===== config.mk =====
export PLATFORM = sky130hd
export DESIGN_NAME = mips_register_file_sb
export DESIGN_NICKNAME = d
export VERILOG_FILES = /design/src/rtl/mips_register_file_sb.sv
export SDC_FILE = /design/constraint.sdc
export NUM_CORES = 1
export LEC_CHECK = 0
export BUFFER_PORTS_ARGS = -buffer_cell sky130_fd_sc_hd__buf_2
export CORE_ASPECT_RATIO = 0.5
export CORE_MARGIN = 4
export CORE_UTILIZATION = 50
export CTS_CLUSTER_SIZE = 14
export DETAILED_ROUTE_END_ITERATION = 12
export HOLD_SLACK_MARGIN = 0.05
export PLACE_DENSITY = 0.72
export SLEW_MARGIN = 0
export SYNTH_ARGS = -nofsm -noshare
export SYNTH_HDL_FRONTEND = slang
export SYNTH_SLANG_ARGS = --single-unit

===== constraint.sdc =====
create_clock -name clk -period 2.2 [get_ports clk]
set_input_delay 0.22 -clock clk [delete_from_list [all_inputs] [get_ports clk]]
set_output_delay 0.22 -clock clk [all_outputs]
set_load 0.02 [all_outputs]

===== src/rtl/mips_register_file_sb.sv =====
// mips_register_file_sb
//   Parametrised MIPS register file with a per-register busy scoreboard.
//   Decode reads two registers and marks load destinations busy.
//   Writeback writes one register and clears its busy bit.
//
// Parameters
//   DATA_WIDTH     bits per register
//   REG_ADDR_WIDTH register address bits, NUM_REGS = 2**REG_ADDR_WIDTH
//   ZERO_REG       1: register 0 reads 0, ignores writes and is never busy
//
// Optional feature (compile-time macro REGFILE_BYPASS_EN)
//   When defined, a write in the current cycle is forwarded to a read port
//   that addresses the same register.
//
// Ports
//   clk, rst_n                    clock, asynchronous active-low reset
//   read_reg_1/2                  read addresses
//   read_data_1/2, read_busy_1/2  combinational read data and busy bits
//   write_reg, write_data         writeback address and data
//   signal_reg_write              write enable; also clears busy[write_reg]
//   set_busy, set_busy_reg        mark a register as having a load in flight
//   busy_count                    registered number of busy registers
module mips_register_file_sb #(
  parameter int unsigned DATA_WIDTH     = 32,
  parameter int unsigned REG_ADDR_WIDTH = 3,
  parameter int unsigned ZERO_REG       = 1
) (
  input  logic                      clk,
  input  logic                      rst_n,
  input  logic [REG_ADDR_WIDTH-1:0] read_reg_1,
  input  logic [REG_ADDR_WIDTH-1:0] read_reg_2,
  input  logic [REG_ADDR_WIDTH-1:0] write_reg,
  input  logic [DATA_WIDTH-1:0]     write_data,
  input  logic                      signal_reg_write,
  input  logic                      set_busy,
  input  logic [REG_ADDR_WIDTH-1:0] set_busy_reg,
  output logic [DATA_WIDTH-1:0]     read_data_1,
  output logic [DATA_WIDTH-1:0]     read_data_2,
  output logic                      read_busy_1,
  output logic                      read_busy_2,
  output logic [REG_ADDR_WIDTH:0]   busy_count
);

  localparam int unsigned NUM_REGS = 1 << REG_ADDR_WIDTH;
  localparam int unsigned CNT_W    = REG_ADDR_WIDTH + 1;
  localparam bit          HAS_ZERO = (ZERO_REG != 0);

  logic [DATA_WIDTH-1:0] regs_q [NUM_REGS];
  logic [NUM_REGS-1:0]   busy_q;
  logic [NUM_REGS-1:0]   busy_d;
  logic [CNT_W-1:0]      busy_count_q;
  logic [CNT_W-1:0]      busy_count_d;

  logic wr_en_c;
  logic set_en_c;
  logic same_reg_c;
  logic rise_c;
  logic fall_c;

  // Qualified enables: the hardwired zero register takes no writes or busy marks
  assign wr_en_c    = signal_reg_write && !(HAS_ZERO && (write_reg == '0));
  assign set_en_c   = set_busy && !(HAS_ZERO && (set_busy_reg == '0));
  assign same_reg_c = (set_busy_reg == write_reg);

  // Next busy vector: clear on writeback first, so a same-register set wins
  always_comb begin
    busy_d = busy_q;
    if (signal_reg_write) begin
      busy_d[write_reg] = 1'b0;
    end
    if (set_en_c) begin
      busy_d[set_busy_reg] = 1'b1;
    end
  end

  // Counter deltas track real bit transitions only
  assign rise_c = set_en_c && !busy_q[set_busy_reg];
  assign fall_c = signal_reg_write && busy_q[write_reg] && !(set_en_c && same_reg_c);

  assign busy_count_d = busy_count_q + CNT_W'(rise_c) - CNT_W'(fall_c);

  // Register storage
  always_ff @(posedge clk or negedge rst_n) begin
    if (!rst_n) begin
      for (int i = 0; i < NUM_REGS; i++) begin
        regs_q[i] <= '0;
      end
    end else if (wr_en_c) begin
      regs_q[write_reg] <= write_data;
    end
  end

  // Busy scoreboard and its population counter
  always_ff @(posedge clk or negedge rst_n) begin
    if (!rst_n) begin
      busy_q       <= '0;
      busy_count_q <= '0;
    end else begin
      busy_q       <= busy_d;
      busy_count_q <= busy_count_d;
    end
  end

  assign busy_count = busy_count_q;

  // Read port 1
  always_comb begin
    read_data_1 = regs_q[read_reg_1];
    read_busy_1 = busy_q[read_reg_1];
`ifdef REGFILE_BYPASS_EN
    if (wr_en_c && (read_reg_1 == write_reg)) begin
      read_data_1 = write_data;
      read_busy_1 = set_en_c && same_reg_c;
    end
`endif
    if (HAS_ZERO && (read_reg_1 == '0)) begin
      read_data_1 = '0;
      read_busy_1 = 1'b0;
    end
  end

  // Read port 2
  always_comb begin
    read_data_2 = regs_q[read_reg_2];
    read_busy_2 = busy_q[read_reg_2];
`ifdef REGFILE_BYPASS_EN
    if (wr_en_c && (read_reg_2 == write_reg)) begin
      read_data_2 = write_data;
      read_busy_2 = set_en_c && same_reg_c;
    end
`endif
    if (HAS_ZERO && (read_reg_2 == '0)) begin
      read_data_2 = '0;
      read_busy_2 = 1'b0;
    end
  end

endmodule

Word level (Yosys, flattened, before mapping)

Cells that the tools add are included.

Register bits: 268
Input bits: 48
Output and inout port bits: 70
Word-level logic and storage cells: 73

Add/subtract/negate cells: 2
Magnitude comparators: 10
Equality and inequality tests: 1
Mux-type cells: 27
Bitwise logic cells: 6
Reduce and logical (&&, ||, !) cells: 17

Operators with widths:

| operator           | count |
|---|---|
| $bwmux 256         | 1 |
| $mux 32            | 7 |
| $bmux 32 s3        | 2 |
| $demux 32 s3       | 1 |
| $lt 3x4->1 const B | 4 |
| $mux 8             | 2 |
| $bmux 1 s3         | 4 |
| $ge 4x4->1 const B | 3 |
| $logic_not 3->1    | 4 |
| $not 3->4          | 3 |
| $logic_and 1x1->1  | 9 |
| $and 8x8->8        | 1 |
| $mux 1             | 8 |
| $not 8->8          | 1 |
| $or 8x8->8         | 1 |
| $demux 1 s3        | 2 |
| $ge 3x1->1 const B | 2 |
| $add 4x1->4        | 1 |
| $logic_not 1->1    | 4 |
| $lt 4x1->1 const B | 1 |
| $sub 4x1->4        | 1 |
| $eq 3x3->1         | 1 |

Depth between registers and ports, before layout

Depth in word-level cells: 9
Gate-level depth with buffers: 11
Depth with buffers taken out: 10

Worst setup path after synthesis

Ideal clock, no wire load.

Kind: input to register
From: input port set_busy_reg[0]
To: register busy_count_q[2], in the netlist busy_count[2]
Library setup time: 123 ps
Arrival: 2047 ps
Data required time: 2077 ps
Setup slack: 31 ps
Stages: 11
Cell sequence: clkbuf_1 > nand2b_1 > o21a_1 > o31ai_1 > a31oi_1 > ha_1 > inv_1 > ha_1 > inv_1 > fa_1 > xnor2_1

Word-level cells in the longest chain between the ends: 7

Ends and longest elaborated chain:

| element                                             | line | RTL |
|---|---|---|
| from (decl)                                         | 36   | `input logic [REG_ADDR_WIDTH-1:0] set_busy_reg,` |
| branches (longest 6 deep; another with $add 4x1->4) | n/a  |  |
| $sub 4x1->4 (*)                                     | 80   | `assign busy_count_d = busy_count_q + CNT_W'(rise_c) - CNT_W'(fall_c);` |
| named net busy_count_d[2]                           | 52   | `logic [CNT_W-1:0] busy_count_d;` |
| to (signal assigned)                                | 100  | `busy_count_q <= busy_count_d;` |
| to (decl)                                           | 51   | `logic [CNT_W-1:0] busy_count_q;` |

Mark *: on every way through the listed nets, which the timed path passes. The select of a mux whose other input is x is not followed.
A chain may end at the register's enable or synchronous reset.

Worst setup path after layout

From: register busy_q[3]
To: register busy_count_q[1], in the netlist busy_count[1]

Word-level cells in the longest chain between the ends: 6

Ends and longest elaborated chain:

| element                      | line | RTL |
|---|---|---|
| from (decl)                  | 49   | `logic [NUM_REGS-1:0] busy_q;` |
| from (signal assigned)       | 99   | `busy_q <= busy_d;` |
| $bmux 1 s3                   | 77   | `assign rise_c = set_en_c && !busy_q[set_busy_reg];` |
| $mux 1 (not written as such) | 77   |  |
| $logic_not 1->1              | 77   |  |
| $logic_and 1x1->1            | 77   |  |
| $add 4x1->4                  | 80   |  |
| $sub 4x1->4 (*)              | 80   |  |
| named net busy_count_d[1]    | 52   |  |

Mark *: on every way through the listed nets, which the timed path passes. The rest lies on a longest branch. The select of a mux whose other input is x is not followed.

==> flow_summary.rst <==
.. list-table::
   :header-rows: 1

   * - Metric
     - Value
   * - Antenna violations before repair
     - 1
   * - Latest clock arrival within the worst-skew pair
     - 0.52 ns
   * - Worst-case hold slack
     - 0.1014 ns
   * - Cell area after technology mapping
     - 0.01332 mm2
   * - Number of storage elements in the synthesis netlist
     - 236
   * - Most used standard cells in the synthesized netlist
     - 236 x dfrtp_1, 194 x mux2_2, 87 x mux2_4
   * - Total of warnings raised by yosys
     - 0
   * - Initial core utilization
     - 51.83%
   * - Total Die Area
     - 0.02948 mm2
   * - Die H
     - 123.4 um
   * - Share of the clock period used by the worst path
     - 97.19%
   * - Endpoint class of the critical path
     - register
   * - Placement-stage worst setup slack
     - -0.008688 ns
   * - Summed area of non-filler cells in the final layout
     - 0.01550 mm2
   * - Hpwl dp
     - 20.64 mm
   * - First-pass GRT wire length
     - 52.78 mm
   * - Count of vias placed by the detailed router
     - 8861
   * - Cell Area, Placed
     - 0.01435 mm2
   * - Most frequent cell on the critical path
     - inv_2
   * - Setup TNS
     - 0 ns
   * - Post-synth EDFFs
     - 0
   * - Data arrival time of the critical path
     - 2.56 ns
   * - Top cells by area, synth
     - dfrtp_1 44%, mux2_2 16%, mux4_2 11%
   * - Clock skew after layout
     - 0.002631 ns
   * - Final Slew Violations
     - 0
   * - Ratio of cells with drive above 1 in the final layout
     - 51.71%
   * - Pin count of the biggest net entering global routing
     - 71
   * - Routed vias/inst
     - 6.082
   * - Count of port buffers added during placement
     - 117
   * - First-pass iteration count of the detailed router
     - 5
   * - X dimension of the die
     - 238.8 um
   * - Sequential-to-total area share from yosys stat
     - 44.33%
   * - List of cells traversed by the critical path
     - mux2i_1 -> a22oi_1 -> nand4_1 -> a31oi_1 -> ha_2 -> inv_2 -> ha_4 -> inv_2 -> fa_1 -> inv_1
   * - Cell count after synthesis
     - 951
   * - Critical path required time
     - 2.62 ns
   * - Share of flip-flops with an asynchronous set or reset
     - 100.0%
   * - Total clock sinks
     - 236
   * - Count of different cell masters after synthesis
     - 44
   * - Max stage delay on crit path
     - 0.47 ns
   * - Number of top-level pins
     - 118
   * - Setup-failing EPs final
     - 0
   * - Aggregate routed wire length
     - 33.03 mm
   * - Commonest register cell after synthesis
     - dfrtp_1
   * - Critical-path maximum fanout
     - 5
   * - Filler cells
     - 1941
   * - Final worst setup slack
     - 0.06173 ns
   * - CTS tree
     - done
   * - Relative max-transition margin
     - 72.33%
   * - RSZ-0062 raised after global routing
     - true
   * - Achievable clock frequency
     - 467.7 MHz
   * - Clock transition at the register clock pins on the worst setup and hold paths after CTS
     - 0.06 ns
   * - Hold WC Path Type
     - primary input to register
   * - Category of the most critical setup path
     - register to register
   * - Number of nets still failing antenna checks after routing
     - 0
   * - Placeable core region
     - 0.02570 mm2
   * - Shortest period the worst path allows
     - 2.138 ns
   * - Portion of synthesized cell area occupied by the leading cell type
     - 44.33%
   * - Final Hold Fails
     - 0
   * - Avg Inst Size Synth
     - 14.01 um2
   * - Number of buffers on the longest clock path
     - 3
   * - Launching element type of the critical path
     - register
   * - Number of design rule violations left after detail routing
     - 0
   * - Library cell used as clock root buffer
     - clkbuf_16
   * - Combined buffer and inverter count along the critical path
     - 3
   * - Max H-tree Level
     - 1
   * - Final Wtd Congestion
     - 0.8244
   * - First DRT Iteration DRCs
     - 609
   * - Number of buffers added by the clock tree synthesis step
     - 23
   * - Maximum capacitance violations
     - 0
   * - Cell class contributing the biggest share of worst-path delay
     - adder cells
   * - Count leader, synth
     - dfrtp_1
   * - Top cell type by total area after synthesis
     - dfrtp_1
   * - Fin nets
     - 1151
   * - Leak pwr
     - 6.806 nW
   * - Vias in the first global route
     - 9587
   * - Highest-delay cell along the critical path
     - fa_1
   * - Pwr Density
     - 906.5 mW/mm2
   * - Row count
     - 41
   * - Remaining Overflow, GRT
     - 0
   * - Total nets after synthesis
     - 1004
   * - Overall routing resource usage
     - 22.58%
   * - Area Growth Syn to Fin
     - 16.37%
   * - Peak supply drop
     - 632.6 uV
   * - Status
     - finished, final reports clean
   * - Average detailed-routed wire length per instance
     - 22.67 um
   * - Transition at the pin with the smallest max-transition slack
     - 0.4151 ns
-- per-stage QoR --
| step | power, mW | instances | util (%) |
|---|---|---|---|
| global route | 14.75 | 1457 | 60.32 |
| CTS | 14.07 | 1453 | 60.12 |
| global placement | 9.825 | 1378 | 55.82 |
| detailed placement | 10.04 | 1378 | 55.82 |
| finish | 14.05 | 1457 | 60.32 |
| floorplan | 8.877 | 951 | - |
-- state kept, by name, summed over array words and instances (netlist names) --
| signal | flops |
|---|---|
| regs_q | 224 |
| busy_count | 4 |
| busy_q | 8 |
-- area by class of cell --
cell class                      instances  area (um2)  share of cell area [%]
Antenna cell                            1       2.502                 0.01614
Clock buffer                           30       661.9                   4.270
Clock inverter                          9       81.33                  0.5246
Inverter                               42       157.7                   1.017
Multi-Input combinational cell        590        6641                   42.84
Sequential cell                       236        5908                   38.11
Tap cell                              344       430.4                   2.776
Timing Repair Buffer                  205        1619                   10.44
-- cell families after synthesis --
group,after synthesis,synth area share (%)
multiplexers,359,38.32
flip-flops,236,44.33
AO/OA/AOI/OAI,154,7.542
buffers and inverters,125,6.114
AND/OR/NAND/NOR,67,2.837
XOR/XNOR,5,0.3287
adder cells (fa/ha/maj),5,0.5260
-- placed cells by master (no fill, tap or decap), drive strengths merged, types with 5 or more instances in the layout --
| cell | n |
|---|---|
| buf | 169 |
| a22oi | 34 |
| mux2i | 6 |
| mux2 | 287 |
| nand3 | 5 |
| nor2b | 5 |
| nand2 | 47 |
| dfrtp | 236 |
| inv | 43 |
| dlygate4sd3 | 36 |
| a221oi | 32 |
| mux4 | 66 |
| a21oi | 35 |
| clkbuf | 30 |
| xnor2 | 5 |
| o21ai | 41 |
-- timing repair --
action / in CTS / in global routing
hold endpoints to repair: 326 / 0
buffers inserted: 0 / 3
gates resized for setup: 0 / 9
hold buffers: 36 / 0
endpoints found under the setup margin: 0 / 3
-- worst register-to-register path, stage by stage (launching register included) --
cell and delay [ns]:
dfrtp_1 0.42, mux2i_1 0.10, a22oi_1 0.15, nand4_1 0.11
a31oi_1 0.20, ha_2 0.31, inv_2 0.06, ha_4 0.12
inv_2 0.03, fa_1 0.47, inv_1 0.04
-- worst paths after layout --
| check | cells past startpoint | to | slack [ns] | startpoint |
|---|---|---|---|---|
| worst max register to register | 10 | busy_count[1] | 0.06 | busy_q[3] |
| worst min-delay path | 3 | busy_q[6] | 0.10 | set_busy_reg[2] |
| worst max-delay path | 10 | busy_count[1] | 0.06 | busy_q[3] |
| worst min register to register | 1 | regs_q[55] | 0.51 | regs_q[55] |
| min in group asynchronous | 2 | busy_count[0] | 0.19 | rst_n |
| max in group asynchronous | 3 | regs_q[206] | 1.26 | rst_n |
-- power by group --
part           internal (mW)  switching [mW]  leakage [nW]  total (mW)
Sequential              5.33           0.759          2.83        6.09
Combinational           2.29            1.72          3.62        4.01
Clock                   2.24            1.72         0.363        3.96
Total                   9.85            4.20          6.81        14.1
-- layer usage --
metal	share of wire, %	vias to the layer above	wire length [um]	track usage, %
met1	43	4677	14170	29.80
met2	50	264	16460	38.94
met5	0	-	0	0
met4	2.1	0	683	6.483
met3	5.2	55	1714	4.012
li1	-	3865	-	-
Note: power is estimated with default switching activity, not from simulation.
